<file path="src/rtl/node_traffic_injector_pkg.sv">
// Shared definitions for the per-node traffic injector: mesh size, packet
// layout, injector FSM states and the destination LFSR step.
package node_traffic_injector_pkg;

  localparam int X_NODES           = 4;
  localparam int Y_NODES           = 4;
  localparam int NODES             = X_NODES * Y_NODES;
  localparam int INPUT_QUEUE_DEPTH = 4;

  localparam int          RATE_DENOM = 100;
  localparam logic [15:0] LFSR_TAPS  = 16'hB400;  // taps 16,14,13,11

  localparam int COORD_W      = 8;
  localparam int ID_W         = 8;
  localparam int TS_W         = 16;
  localparam int MAX_MEMORIES = 4;
  localparam int MEM_CNT_W    = 3;

  typedef logic [COORD_W-1:0] coord_t;

  typedef struct packed {
    coord_t x;
    coord_t y;
  } node_addr_t;

  typedef struct packed {
    logic [ID_W-1:0]                   id;
    coord_t                            x_source;
    coord_t                            y_source;
    coord_t                            x_dest;
    coord_t                            y_dest;
    logic                              ant;
    logic                              backward;
    node_addr_t [MAX_MEMORIES-1:0]     memories;
    logic [MEM_CNT_W-1:0]              num_memories;
    logic [MEM_CNT_W-1:0]              b_num_memories;
    logic                              measure;
    logic [TS_W-1:0]                   timestamp;
  } packet_t;

  typedef enum logic [1:0] {
    ST_IDLE  = 2'd0,
    ST_RUN   = 2'd1,
    ST_DRAIN = 2'd2
  } inj_state_t;

  // Fibonacci step: new bit is the XOR of the tapped bits, shifted in at bit 0.
  function automatic logic [15:0] lfsr_next(input logic [15:0] s);
    return {s[14:0], ^(s & LFSR_TAPS)};
  endfunction

endpackage

</file>
<file path="src/rtl/node_traffic_injector_fifo.sv">
// Synchronous show-ahead FIFO of packets for the injection queue.
// Ports: clk, reset_n (sync, active-low), wr_en/wr_data (push),
//        rd_en (pop head), rd_data (head, '0 when empty),
//        full, empty, level (occupancy 0..DEPTH).
module node_traffic_injector_fifo
  import node_traffic_injector_pkg::*;
#(
  parameter int DEPTH = 32
) (
  input  logic                     clk,
  input  logic                     reset_n,
  input  logic                     wr_en,
  input  packet_t                  wr_data,
  input  logic                     rd_en,
  output packet_t                  rd_data,
  output logic                     full,
  output logic                     empty,
  output logic [$clog2(DEPTH):0]   level
);

  localparam int AW = $clog2(DEPTH);
  localparam int LW = AW + 1;

  packet_t         mem [DEPTH];
  logic [AW-1:0]   wr_ptr;
  logic [AW-1:0]   rd_ptr;
  logic [LW-1:0]   count;
  logic            do_wr;
  logic            do_rd;

  assign full    = (count == LW'(DEPTH));
  assign empty   = (count == '0);
  assign level   = count;
  assign do_wr   = wr_en && !full;
  assign do_rd   = rd_en && !empty;
  // Head is visible combinationally from storage, so a push into an empty
  // queue is presented the very next cycle.
  assign rd_data = empty ? '0 : mem[rd_ptr];

  always_ff @(posedge clk) begin
    if (!reset_n) begin
      wr_ptr <= '0;
      rd_ptr <= '0;
      count  <= '0;
    end else begin
      if (do_wr) wr_ptr <= wr_ptr + 1'b1;
      if (do_rd) rd_ptr <= rd_ptr + 1'b1;
      count <= count + LW'(do_wr) - LW'(do_rd);
    end
  end

  always_ff @(posedge clk) begin
    if (do_wr) mem[wr_ptr] <= wr_data;
  end

endmodule

</file>
<file path="src/rtl/node_traffic_injector.sv">
// Per-node traffic source: generates ant packets at a fixed offered rate
// with LFSR-chosen destinations, queues them and injects them into the
// network local port under the valid/enable handshake.
// Ports: clk, reset_n (sync, active-low), i_gen_en (run/stop generation),
//        i_en (port ready), o_data/o_data_val (head packet), o_level
//        (queue occupancy), o_gen_count (enqueued, wraps), o_drop_count
//        (dropped on full, saturates), o_idle (IDLE and queue empty).
//
// state    | meaning
// ST_IDLE  | no generation, waiting for i_gen_en
// ST_RUN   | rate accumulator active, packets generated
// ST_DRAIN | generation stopped, queue emptying into the network
module node_traffic_injector
  import node_traffic_injector_pkg::*;
#(
  parameter int unsigned X_LOC       = 0,
  parameter int unsigned Y_LOC       = 0,
  parameter int unsigned PACKET_RATE = 2,
  parameter int unsigned QUEUE_DEPTH = 32,
  parameter logic [15:0] LFSR_SEED   = 16'hACE1
) (
  input  logic                           clk,
  input  logic                           reset_n,
  input  logic                           i_gen_en,
  input  logic                           i_en,
  output packet_t                        o_data,
  output logic                           o_data_val,
  output logic [$clog2(QUEUE_DEPTH):0]   o_level,
  output logic [15:0]                    o_gen_count,
  output logic [15:0]                    o_drop_count,
  output logic                           o_idle
);

  localparam coord_t X_N   = coord_t'(X_NODES);
  localparam coord_t Y_N   = coord_t'(Y_NODES);
  localparam coord_t X_SRC = coord_t'(X_LOC);
  localparam coord_t Y_SRC = coord_t'(Y_LOC);
  localparam coord_t X_ALT = coord_t'((X_LOC + 1) % X_NODES);

  inj_state_t        state_q;
  logic [6:0]        acc_q;
  logic [15:0]       lfsr_q;
  logic [TS_W-1:0]   cycle_q;
  logic [ID_W-1:0]   id_q;
  logic [15:0]       gen_count_q;
  logic [15:0]       drop_count_q;

  logic [7:0]        rate_sum;
  logic              gen_fire;
  logic              fifo_full;
  logic              fifo_empty;
  logic              wr_en;
  logic              drop;
  coord_t            x_raw;
  coord_t            y_raw;
  packet_t           new_pkt;

  assign rate_sum = {1'b0, acc_q} + 8'(PACKET_RATE);
  assign gen_fire = (state_q == ST_RUN) && (rate_sum >= 8'(RATE_DENOM));
  // Full is judged on the occupancy before this edge; a same-edge pop does
  // not make room for the packet generated at that edge.
  assign wr_en    = gen_fire && !fifo_full;
  assign drop     = gen_fire && fifo_full;

  assign x_raw = lfsr_q[7:0]  % X_N;
  assign y_raw = lfsr_q[15:8] % Y_N;

  always_comb begin
    new_pkt           = '0;
    new_pkt.id        = id_q;
    new_pkt.x_source  = X_SRC;
    new_pkt.y_source  = Y_SRC;
    new_pkt.x_dest    = x_raw;
    new_pkt.y_dest    = y_raw;
    new_pkt.ant       = 1'b1;
    new_pkt.timestamp = cycle_q;
    if ((x_raw == X_SRC) && (y_raw == Y_SRC)) new_pkt.x_dest = X_ALT;
  end

  node_traffic_injector_fifo #(
    .DEPTH (QUEUE_DEPTH)
  ) u_injection_fifo (
    .clk     (clk),
    .reset_n (reset_n),
    .wr_en   (wr_en),
    .wr_data (new_pkt),
    .rd_en   (o_data_val && i_en),
    .rd_data (o_data),
    .full    (fifo_full),
    .empty   (fifo_empty),
    .level   (o_level)
  );

  assign o_data_val   = !fifo_empty;
  assign o_gen_count  = gen_count_q;
  assign o_drop_count = drop_count_q;
  assign o_idle       = (state_q == ST_IDLE) && fifo_empty;

  always_ff @(posedge clk) begin
    if (!reset_n) begin
      state_q      <= ST_IDLE;
      acc_q        <= '0;
      lfsr_q       <= LFSR_SEED;
      cycle_q      <= '0;
      id_q         <= '0;
      gen_count_q  <= '0;
      drop_count_q <= '0;
    end else begin
      lfsr_q  <= lfsr_next(lfsr_q);
      cycle_q <= cycle_q + 1'b1;

      if (state_q == ST_RUN)
        acc_q <= gen_fire ? 7'(rate_sum - 8'(RATE_DENOM)) : rate_sum[6:0];

      if (wr_en) begin
        id_q        <= id_q + 1'b1;
        gen_count_q <= gen_count_q + 16'd1;
      end

      if (drop && (drop_count_q != 16'hFFFF))
        drop_count_q <= drop_count_q + 16'd1;

      case (state_q)
        ST_IDLE:  if (i_gen_en) state_q <= ST_RUN;
        ST_RUN:   if (!i_gen_en) state_q <= ST_DRAIN;
        ST_DRAIN: begin
          if (i_gen_en)        state_q <= ST_RUN;
          else if (fifo_empty) state_q <= ST_IDLE;
        end
        default:  state_q <= ST_IDLE;
      endcase
    end
  end

endmodule

</file>
<file path="config.mk">
export PLATFORM = sky130hd
export DESIGN_NAME = node_traffic_injector
export DESIGN_NICKNAME = d
export VERILOG_FILES = /design/src/rtl/node_traffic_injector_pkg.sv /design/src/rtl/node_traffic_injector_fifo.sv /design/src/rtl/node_traffic_injector.sv
export SDC_FILE = /design/constraint.sdc
export NUM_CORES = 1
export LEC_CHECK = 0
export BUFFER_PORTS_ARGS = -buffer_cell sky130_fd_sc_hd__buf_2
export CAP_MARGIN = 0
export CORE_MARGIN = 1.5
export CORE_UTILIZATION = 45
export CTS_CLUSTER_SIZE = 20
export DETAILED_ROUTE_END_ITERATION = 16
export SETUP_SLACK_MARGIN = 0.02
export SYNTH_ARGS = -nofsm -noshare
export SYNTH_HDL_FRONTEND = slang
export SYNTH_MEMORY_MAX_BITS = 65536
export SYNTH_SLANG_ARGS = --single-unit
</file>
<file path="constraint.sdc">
create_clock -name clk -period 4.81 [get_ports clk]
set_clock_uncertainty 0.05 [all_clocks]
set_input_delay 0.2405 -clock clk [delete_from_list [all_inputs] [get_ports clk]]
set_output_delay 0.2405 -clock clk [all_outputs]
set_load 0.05 [all_outputs]
</file>
==> summary.txt, run 1 <==
=====================================================================================
Outcome ................................................................    completed
Hold Path Class ........................................................ input port to register
Min Clock Period, post-route ...........................................      4.36 ns
Buf+Inv Stages, Crit Path ..............................................            1
Area delta synth->final ................................................        14.6%
Pin count of the biggest net entering global routing ...................           73
Number of H-tree branching levels ......................................            3
Number of CTS-inserted buffers .........................................          103
Commonest register cell after synthesis ................................     edfxtp_1
Endpoints failing hold .................................................            0
PD cells ...............................................................  481 nW/um^2
Initial standard-cell utilization of the core ..........................        45.6%
Area fraction in compound gates after synthesis ........................        1.51%
Routed length per instance .............................................      26.3 um
TritonRoute pass-1 iters ...............................................            5
Die outline area .......................................................   90000 um^2
Part of the Yosys area used for sequential elements ....................        72.9%
DRC marker count from the first detailed-route iteration ...............         1857
Top cell family by delay on the critical path .......................... simple AND/OR/NAND/NOR gates
Actual transition at the worst max-transition pin ......................      1.27 ns
Post-cts resize count ..................................................            0
Register-to-register setup slack .......................................      0.45 ns
Via-per-instance ratio .................................................         5.70
Launch instance of the worst register-to-register path .................     acc_q[1]
Count of pins over their slew limit ....................................            0
Share of synthesized flip-flops with an asynchronous set or reset ......           0%
Max VDD drop ...........................................................   0.000436 V
Required time of the critical path .....................................      5.11 ns
Overall fraction of global-route tracks in use .........................        20.2%
Core area ..............................................................   87200 um^2
Die Y-Extent ...........................................................       300 um
CTS max path bufs ......................................................            3
Capture point of the critical path ..................................... u_injection_fifo.mem[30][0]
Setup repair bufs after CTS ............................................            0
Mean instance size in the synthesized netlist ..........................    19.9 um^2
Total power ............................................................      21.9 mW
Placed wire-length estimate ............................................     54300 um
Final Net Count ........................................................         2176
Total grt overflow .....................................................            0
Max transition margin ..................................................        15.5%
Master cell of the clock root buffer ...................................    clkbuf_16
RSZ-0062 raised after global routing ...................................        false
Placement row count ....................................................          108
Most repeated library cell on the critical path ........................         ha_1
# setup viols final ....................................................            0
Width of the chip ......................................................       300 um
Number of global-route vias before repair ..............................        19700
Largest stage delay on the critical path ...............................      0.86 ns
Standby leakage power ..................................................      14.4 nW
Parity-gate share of the synthesized area counting xor and xnor cells ..       0.662%
Area share of the leading cell type in the synthesized netlist .........        67.8%
Largest family of logic cells by synthesized area ...................... multiplexers
Sum of negative setup slack ............................................         0 ns
Critical Path Start Type ...............................................     register
Nature of the critical path endpoint ...................................     register
Final critical-path setup slack ........................................     0.446 ns
Top-level I/O count ....................................................          173
Clock tree from TritonCTS ..............................................          yes
Mux cell area share after synthesis ....................................        17.0%
CP Depth ...............................................................           10
Count of mapped cells out of synthesis .................................         1999
Source-to-sink clock delay at the later pin of the worst-skew pair .....      0.66 ns
Fraction of layout instances using a drive strength above 1 ............        28.8%
Count of inserted antenna diode cells ..................................            0
Wire length of the first global-routing pass ...........................    133000 um
Cell types with the largest area share after synthesis ................. edfxtp_1 (68%), mux4_2 (16%), dfxtp_1 (5.1%)
Post-route ant nets ....................................................            0
Post-Synth Simple-Gate Area ............................................        3.99%
Worst EP arrival .......................................................      4.67 ns
Cell type with the highest aggregate area in the netlist ...............     edfxtp_1
Flip-flop and latch count after synthesis ..............................          997
Max-cap check violation count ..........................................            0
Post-detailed-route DRC marker count ...................................            0
Post-layout util .......................................................        52.2%
# port buffers .........................................................           72
Critical-path cell list ................................................ ha_1, xnor2_1, ha_1, and2_1, mux2i_1, a311oi_2, o21ai_1, nand3_1, nor2_4, buf_12
TritonCTS Sinks ........................................................          997
Max Clk Rate ...........................................................      229 MHz
Total wire length after detailed routing ...............................     89400 um
Classification of the worst setup path ................................. register to register
Count of flip-flops with a built-in enable after synthesis .............          896
Number of cell instances on the worst register-to-register path ........           10
Adder-Cell Fraction of Synth Area ......................................       0.712%
Setup crit start .......................................................     acc_q[1]
Synth warn .............................................................            0
Clock-pin slew of the registers on the worst-case setup and hold paths .      0.06 ns
Setup slack after placement ............................................     0.444 ns
Via count of the routed design .........................................        19400
Peak fanout along the critical path ....................................           16
Number of fillers in the final layout ..................................         6817
Routability congestion estimate ........................................        0.778
Crit share post-route ..................................................        90.7%
Critical R2R Capture ................................................... u_injection_fifo.mem[30][0]
Antenna violations before repair .......................................            2
Cell with the largest stage delay on the worst path ....................       nor2_4
Post-synthesis instance area ...........................................   39700 um^2
Unique masters post-synth ..............................................           58
=====================================================================================
-- layout make-up --
type	count	area [um^2]	share of cell area, %
clock buffers	133	2860	6.27
clock inverters	62	739	1.62
inverters	23	86.3	0.190
multi-input cells	873	10100	22.2
flip-flops and latches	997	28900	63.6
well taps	1155	1450	3.17
repair buffers	152	1360	2.99
-- worst register-to-register path, delay by kind of cell (launching register included) --
kind                       cells  cell delay [ns]
adders and majority gates      2             0.59
buffers and inverters          1             0.28
muxes                          1             0.23
AOI/OAI and AO/OA              2             0.57
and+or+nand+nor                3             1.78
xor gates and xnor gates       1             0.11
DFF                            1             0.46
-- worst min path at each step --
stage / slack [ns] / end / start / cells past startpoint
detailed placement: 0.35 / lfsr_q[5] / lfsr_q[4] / 1
floorplan: 0.27 / state_q[1] / i_gen_en / 1
global route: 0.17 / lfsr_q[7] / reset_n / 3
CTS: 0.11 / lfsr_q[0] / reset_n / 3
global placement: 0.34 / lfsr_q[15] / lfsr_q[14] / 1
finish: 0.16 / lfsr_q[5] / reset_n / 3
-- where the power goes --
part / total (mW) / switching [mW] / internal (mW)
Sequential: 9.55 / 0.150 / 9.40
Clock: 8.34 / 3.33 / 5.01
Combinational: 4.00 / 2.32 / 1.69
-- registers in the layout, indices dropped and copies added (netlist names), 6 cells and up, named ones only --
signal                  count
u_injection_fifo.mem      896
cycle_q                    16
lfsr_q                     16
o_drop_count               16
o_gen_count                16
id_q                        8
acc_q                       6
u_injection_fifo.level      6
-- per-stage QoR --
step                      cell area (um^2)  hold WS (ns)  instances
after CTS                            45500         0.107       3394
after floorplan                      40100         0.270       2098
after global routing                 45500         0.174       3395
after global placement               41900         0.342       3198
after detailed placement             41900         0.347       3198
final                                45500         0.161       3395
-- cells in the final DEF, fill, tap and decap left out, drive strengths merged, types with 20 or more instances in the layout --
master and instances:
mux2i 43, edfxtp 896, inv 29, nand4 20, conb 100, buf 151, mux4 280, nand2 42
clkinv 37, nor2 100, nand2b 23, a21oi 37, clkbuf 133, nand3 32, dfxtp 101, ha 21
-- cells by family after synthesis --
kind of cell               after synthesis
DFF                                    997
adders and majority gates               22
other                                    1
buffers and inverters                  228
and+or+nand+nor                        303
AOI/OAI and AO/OA                       94
muxes                                  324
xor gates and xnor gates                30
-- repair_timing --
item	CTS	global route
hold endpoints to repair	2	0
setup endpoints to repair	0	0
hold buffers	1	0
-- cells in the mapped netlist, types with 5 or more instances --
cell	n
a21oi_1	37
and2_1	15
and3_1	10
buf_1	17
buf_2	16
buf_4	102
buf_6	5
clkbuf_1	65
dfxtp_1	101
edfxtp_1	896
ha_1	21
inv_1	22
mux2i_1	43
mux4_2	280
nand2_1	42
nand2b_1	23
nand3_1	31
nand4_1	20
nor2_1	100
nor3_1	5
o21ai_0	18
o31ai_1	16
or3_1	12
or4_1	16
xnor2_1	13
xor2_1	17
-- per-layer routing --
metal / share of wire (%) / global-route usage [%]
met1: 43 / 28.7
met2: 49 / 32.4
met3: 6.7 / 3.56
met4: 1.9 / 5.38
met5: 0 / 0
Power figures use the tool's default switching activity.
==> inputs of run 2 (changes only) <==
--- a/config.mk
+++ b/config.mk
@@ -5,13 +5,16 @@
 export SDC_FILE = /design/constraint.sdc
 export NUM_CORES = 1
 export LEC_CHECK = 0
+export ABC_AREA = 1
 export BUFFER_PORTS_ARGS = -buffer_cell sky130_fd_sc_hd__buf_2
 export CAP_MARGIN = 0
 export CORE_MARGIN = 1.5
 export CORE_UTILIZATION = 45
 export CTS_CLUSTER_SIZE = 20
 export DETAILED_ROUTE_END_ITERATION = 16
+export PLACE_DENSITY = 0.66
 export SETUP_SLACK_MARGIN = 0.02
+export SLEW_MARGIN = 20
 export SYNTH_ARGS = -nofsm -noshare
 export SYNTH_HDL_FRONTEND = slang
 export SYNTH_MEMORY_MAX_BITS = 65536
==> summary.txt, run 2 <==
=====================================================================================
Outcome ................................................................    completed
Placed instance count ..................................................         4404   +38%
Parity-gate share of the synthesized area counting xor and xnor cells ..       0.776%   +0.11 points
Number of fillers in the final layout ..................................         7639   +12%
Number of global-route vias before repair ..............................        24900   +26%
Area share of the leading cell type in the synthesized netlist .........        66.2%   -1.6 points
TritonCTS Sinks ........................................................          997   unchanged
Flip-flop count of the largest register after layout ...................          896   unchanged
Post-cts resize count ..................................................            0   unchanged
Area delta synth->final ................................................        12.0%
PD cells ...............................................................  478 nW/um^2   -0.61%
Post-synthesis instance area ...........................................   40700 um^2   +2.4%
Total net switching power ..............................................      6.72 mW   +16%
Mux cell area share after synthesis ....................................           0%   -17 points
Antenna violations before repair .......................................            1   -1
Portion of total power attributed to sequential cells ..................        43.8%   +0.2 points
Register containing the most flip-flops in the final layout ............ u_injection_fifo.mem
Worst EP arrival .......................................................      3.95 ns   -0.72 ns
Portion of total power attributed to combinational logic ...............        19.5%   +1.2 points
Top-level I/O count ....................................................          173   unchanged
DRC marker count from the first detailed-route iteration ...............         3316   +79%
Nature of the critical path endpoint ...................................   output pin
Hold Path Class ........................................................ input port to register
Largest family of logic cells by synthesized area ...................... compound AO/OA/AOI/OAI gates
# setup viols final ....................................................            0   unchanged
RSZ-0062 raised after global routing ...................................        false
Actual transition at the worst max-transition pin ......................      1.10 ns   -0.163 ns
Count of mapped cells out of synthesis .................................         3293   +65%
Required time of the critical path .....................................      4.52 ns   -0.59 ns
Most used standard cell by instance count after synthesis ..............     edfxtp_1
Clock-pin slew of the registers on the worst-case setup and hold paths .      0.06 ns   about the same
Pint ...................................................................      15.1 mW   -6.5%
Endpoints failing hold .................................................            0   unchanged
Standby leakage power ..................................................      15.6 nW   +8.0%
Unique masters post-synth ..............................................           45   -22%
Cell type with the highest aggregate area in the netlist ...............     edfxtp_1
# port buffers .........................................................           72   unchanged
Total wire length after detailed routing ...............................    110000 um   +23%
Max transition margin ..................................................        26.5%   +11 points
Commonest register cell after synthesis ................................     edfxtp_1
Source-to-sink clock delay at the later pin of the worst-skew pair .....      0.66 ns   about the same
Most frequent cells in the layout ...................................... edfxtp_1 (896), nor2_1 (537), o21ai_0 (492)
Post-route ant nets ....................................................            0   unchanged
Post-route non-filler standard cell count ..............................         4591   +35%
Total power ............................................................      21.8 mW   -0.60%
Count of flip-flops with a built-in enable after synthesis .............          896   unchanged
Area of the multi-input gates ..........................................   10200 um^2   +1.2%
CTS max path bufs ......................................................            3   unchanged
Area fraction in compound gates after synthesis ........................        12.3%   +11 points
Max Clk Rate ...........................................................      236 MHz   +2.8%
Sequential cell area ...................................................   29000 um^2   about the same
Critical Path Start Type ...............................................     register
Post-detailed-route DRC marker count ...................................            0   unchanged
Number of CTS-inserted buffers .........................................          100   -2.9%
Peak fanout along the critical path ....................................          129   +113
Fraction of layout instances using a drive strength above 1 ............        11.2%   -18 points
Core area ..............................................................   89700 um^2   +3.0%
Switch share ...........................................................        30.9%   +4.4 points
TritonRoute pass-1 iters ...............................................            5   unchanged
Die outline area .......................................................   92200 um^2   +2.4%
Flip-flop and latch count after synthesis ..............................          997   unchanged
Post-synth top cells ................................................... edfxtp_1 (896), nor2_1 (568), o21ai_0 (492)
Pin count of the biggest net entering global routing ...................          163   +120%
Max VDD drop ...........................................................   0.000353 V   -19%
Count of pins over their slew limit ....................................            0   unchanged
Most common library cell in the layout ignoring fill and taps ..........     edfxtp_1
Sum of negative setup slack ............................................         0 ns   unchanged
Final Net Count ........................................................         3358   +54%
Width of the chip ......................................................       304 um   +1.2%
Classification of the worst setup path ................................. register to output pin
Routability congestion estimate ........................................        0.862   +11%
Via count of the routed design .........................................        26900   +39%
Max-cap check violation count ..........................................            0   unchanged
Part of the Yosys area used for sequential elements ....................        71.2%   -1.7 points
Total grt overflow .....................................................            0   unchanged
Final critical-path setup slack ........................................     0.566 ns   +0.120 ns
Setup slack after placement ............................................     0.971 ns   +0.527 ns
Routed length per instance .............................................      24.0 um   -8.9%
Share of power burned in the clock network .............................        36.7%   -1.4 points
Mean instance size in the synthesized netlist ..........................    12.3 um^2   -38%
Number of H-tree branching levels ......................................            3   unchanged
Overall fraction of global-route tracks in use .........................        23.5%   +3.4 points
Clock tree from TritonCTS ..............................................          yes
Crit share post-route ..................................................        88.2%   -2.5 points
Cell types with the largest area share after synthesis ................. edfxtp_1 (66%), o21ai_0 (6.1%), nor2_1 (5.2%)
Post-Synth Simple-Gate Area ............................................        9.80%   +5.8 points
Share of synthesized flip-flops with an asynchronous set or reset ......           0%   unchanged
Adder-Cell Fraction of Synth Area ......................................       0.696%   -0.017 points
Via-per-instance ratio .................................................         5.85   +2.6%
Placement row count ....................................................          110   +1.9%
Synth warn .............................................................            0   unchanged
Master cell of the clock root buffer ...................................    clkbuf_16
Wire length of the first global-routing pass ...........................    162000 um   +22%
Initial standard-cell utilization of the core ..........................        45.3%   -0.25 points
Min Clock Period, post-route ...........................................      4.24 ns   -0.120 ns
Placed wire-length estimate ............................................     63400 um   +17%
Die Y-Extent ...........................................................       304 um   +1.2%
=====================================================================================
==> run 2: changes by cell type after synthesis, sizes merged, moves of 84 or more <==
cell    change
mux4      -280
o221ai    +172
nor2      +470
nand2     +141
inv        +84
nand3     +107
o21ai     +486
==> run 2: area by class of cell <==
type                       count  share of cell area, %
tap                         1176                   3.23
antenna                        1                0.00550
clock inverter                62                   1.61
sequential                   997                   63.6
timing repair buffer         154                   2.37
clock buffer                 122                   5.77
inverter                     108                  0.937
multi-input combinational   1971                   22.4
==> run 2: path summary, 6_finish.rpt <==
path | startpoint | endpoint | slack (ns) | depth (start not counted)
worst max-delay path | register | o_data[6] | 0.57 | 9
worst min-delay path | reset_n | lfsr_q[8] | 0.10 | 4
worst max register to register | acc_q[1] | u_injection_fifo.mem[27][6] | 1.00 | 16
worst min register to register | lfsr_q[5] | lfsr_q[6] | 0.36 | 1
==> run 2: per-stage QoR <==
stage / instance area [um^2] / utilization [%] / hold WS [ns]
floorplan: 41000 / - / 0.322
global placement: 42100 / 47.0 / 0.345
detailed placement: 42100 / 47.0 / 0.347
CTS: 45500 / 50.7 / 0.0708
global route: 45500 / 50.7 / 0.108
finish: 45500 / 50.7 / 0.103
==> run 2: logic make-up (layout without fill, tap and decap cells) <==
| logic type | Yosys count | count (layout) |
|---|---|---|
| DFF | 997 | 997 |
| and+or+nand+nor | 960 | 960 |
| AOI/OAI and AO/OA | 853 | 853 |
| buffers and inverters | 424 | 446 |
| xor gates and xnor gates | 36 | 36 |
| adders and majority gates | 22 | 22 |
| other | 1 | 101 |
==> run 2: per-layer routing <==
layer	vias up	global-route usage, %	part of all wire, %
li1	12000	-	-
met1	13300	33.5	41
met2	1398	37.0	47
met3	171	3.92	9.0
met4	0	7.72	3.2
met5	-	0	0
==> run 2: power by group through the flow <==
stage / combinational [mW] / sequential [mW] / clock [mW]
detailed placement: 4.22 / 9.72 / 0
finish: 4.25 / 9.54 / 7.98
floorplan: 2.92 / 9.70 / 0
global route: 4.57 / 9.55 / 8.39
CTS: 4.23 / 9.54 / 8.07
global placement: 4.19 / 9.72 / 0
==> run 2: critical path: stages (launching register included) <==
cell,delay [ns]
dfxtp_4,0.74
clkinv_8,0.57
buf_4,0.43
o21ai_0,0.22
o22ai_1,0.14
nor2_1,0.21
o21ai_0,0.13
nor2_1,0.47
nor2_1,0.14
buf_2,0.24
==> run 2: timing repair <==
item	in CTS	in global routing
setup buffers	0	0
hold buffers	2	0
endpoints found under the hold margin	6	0
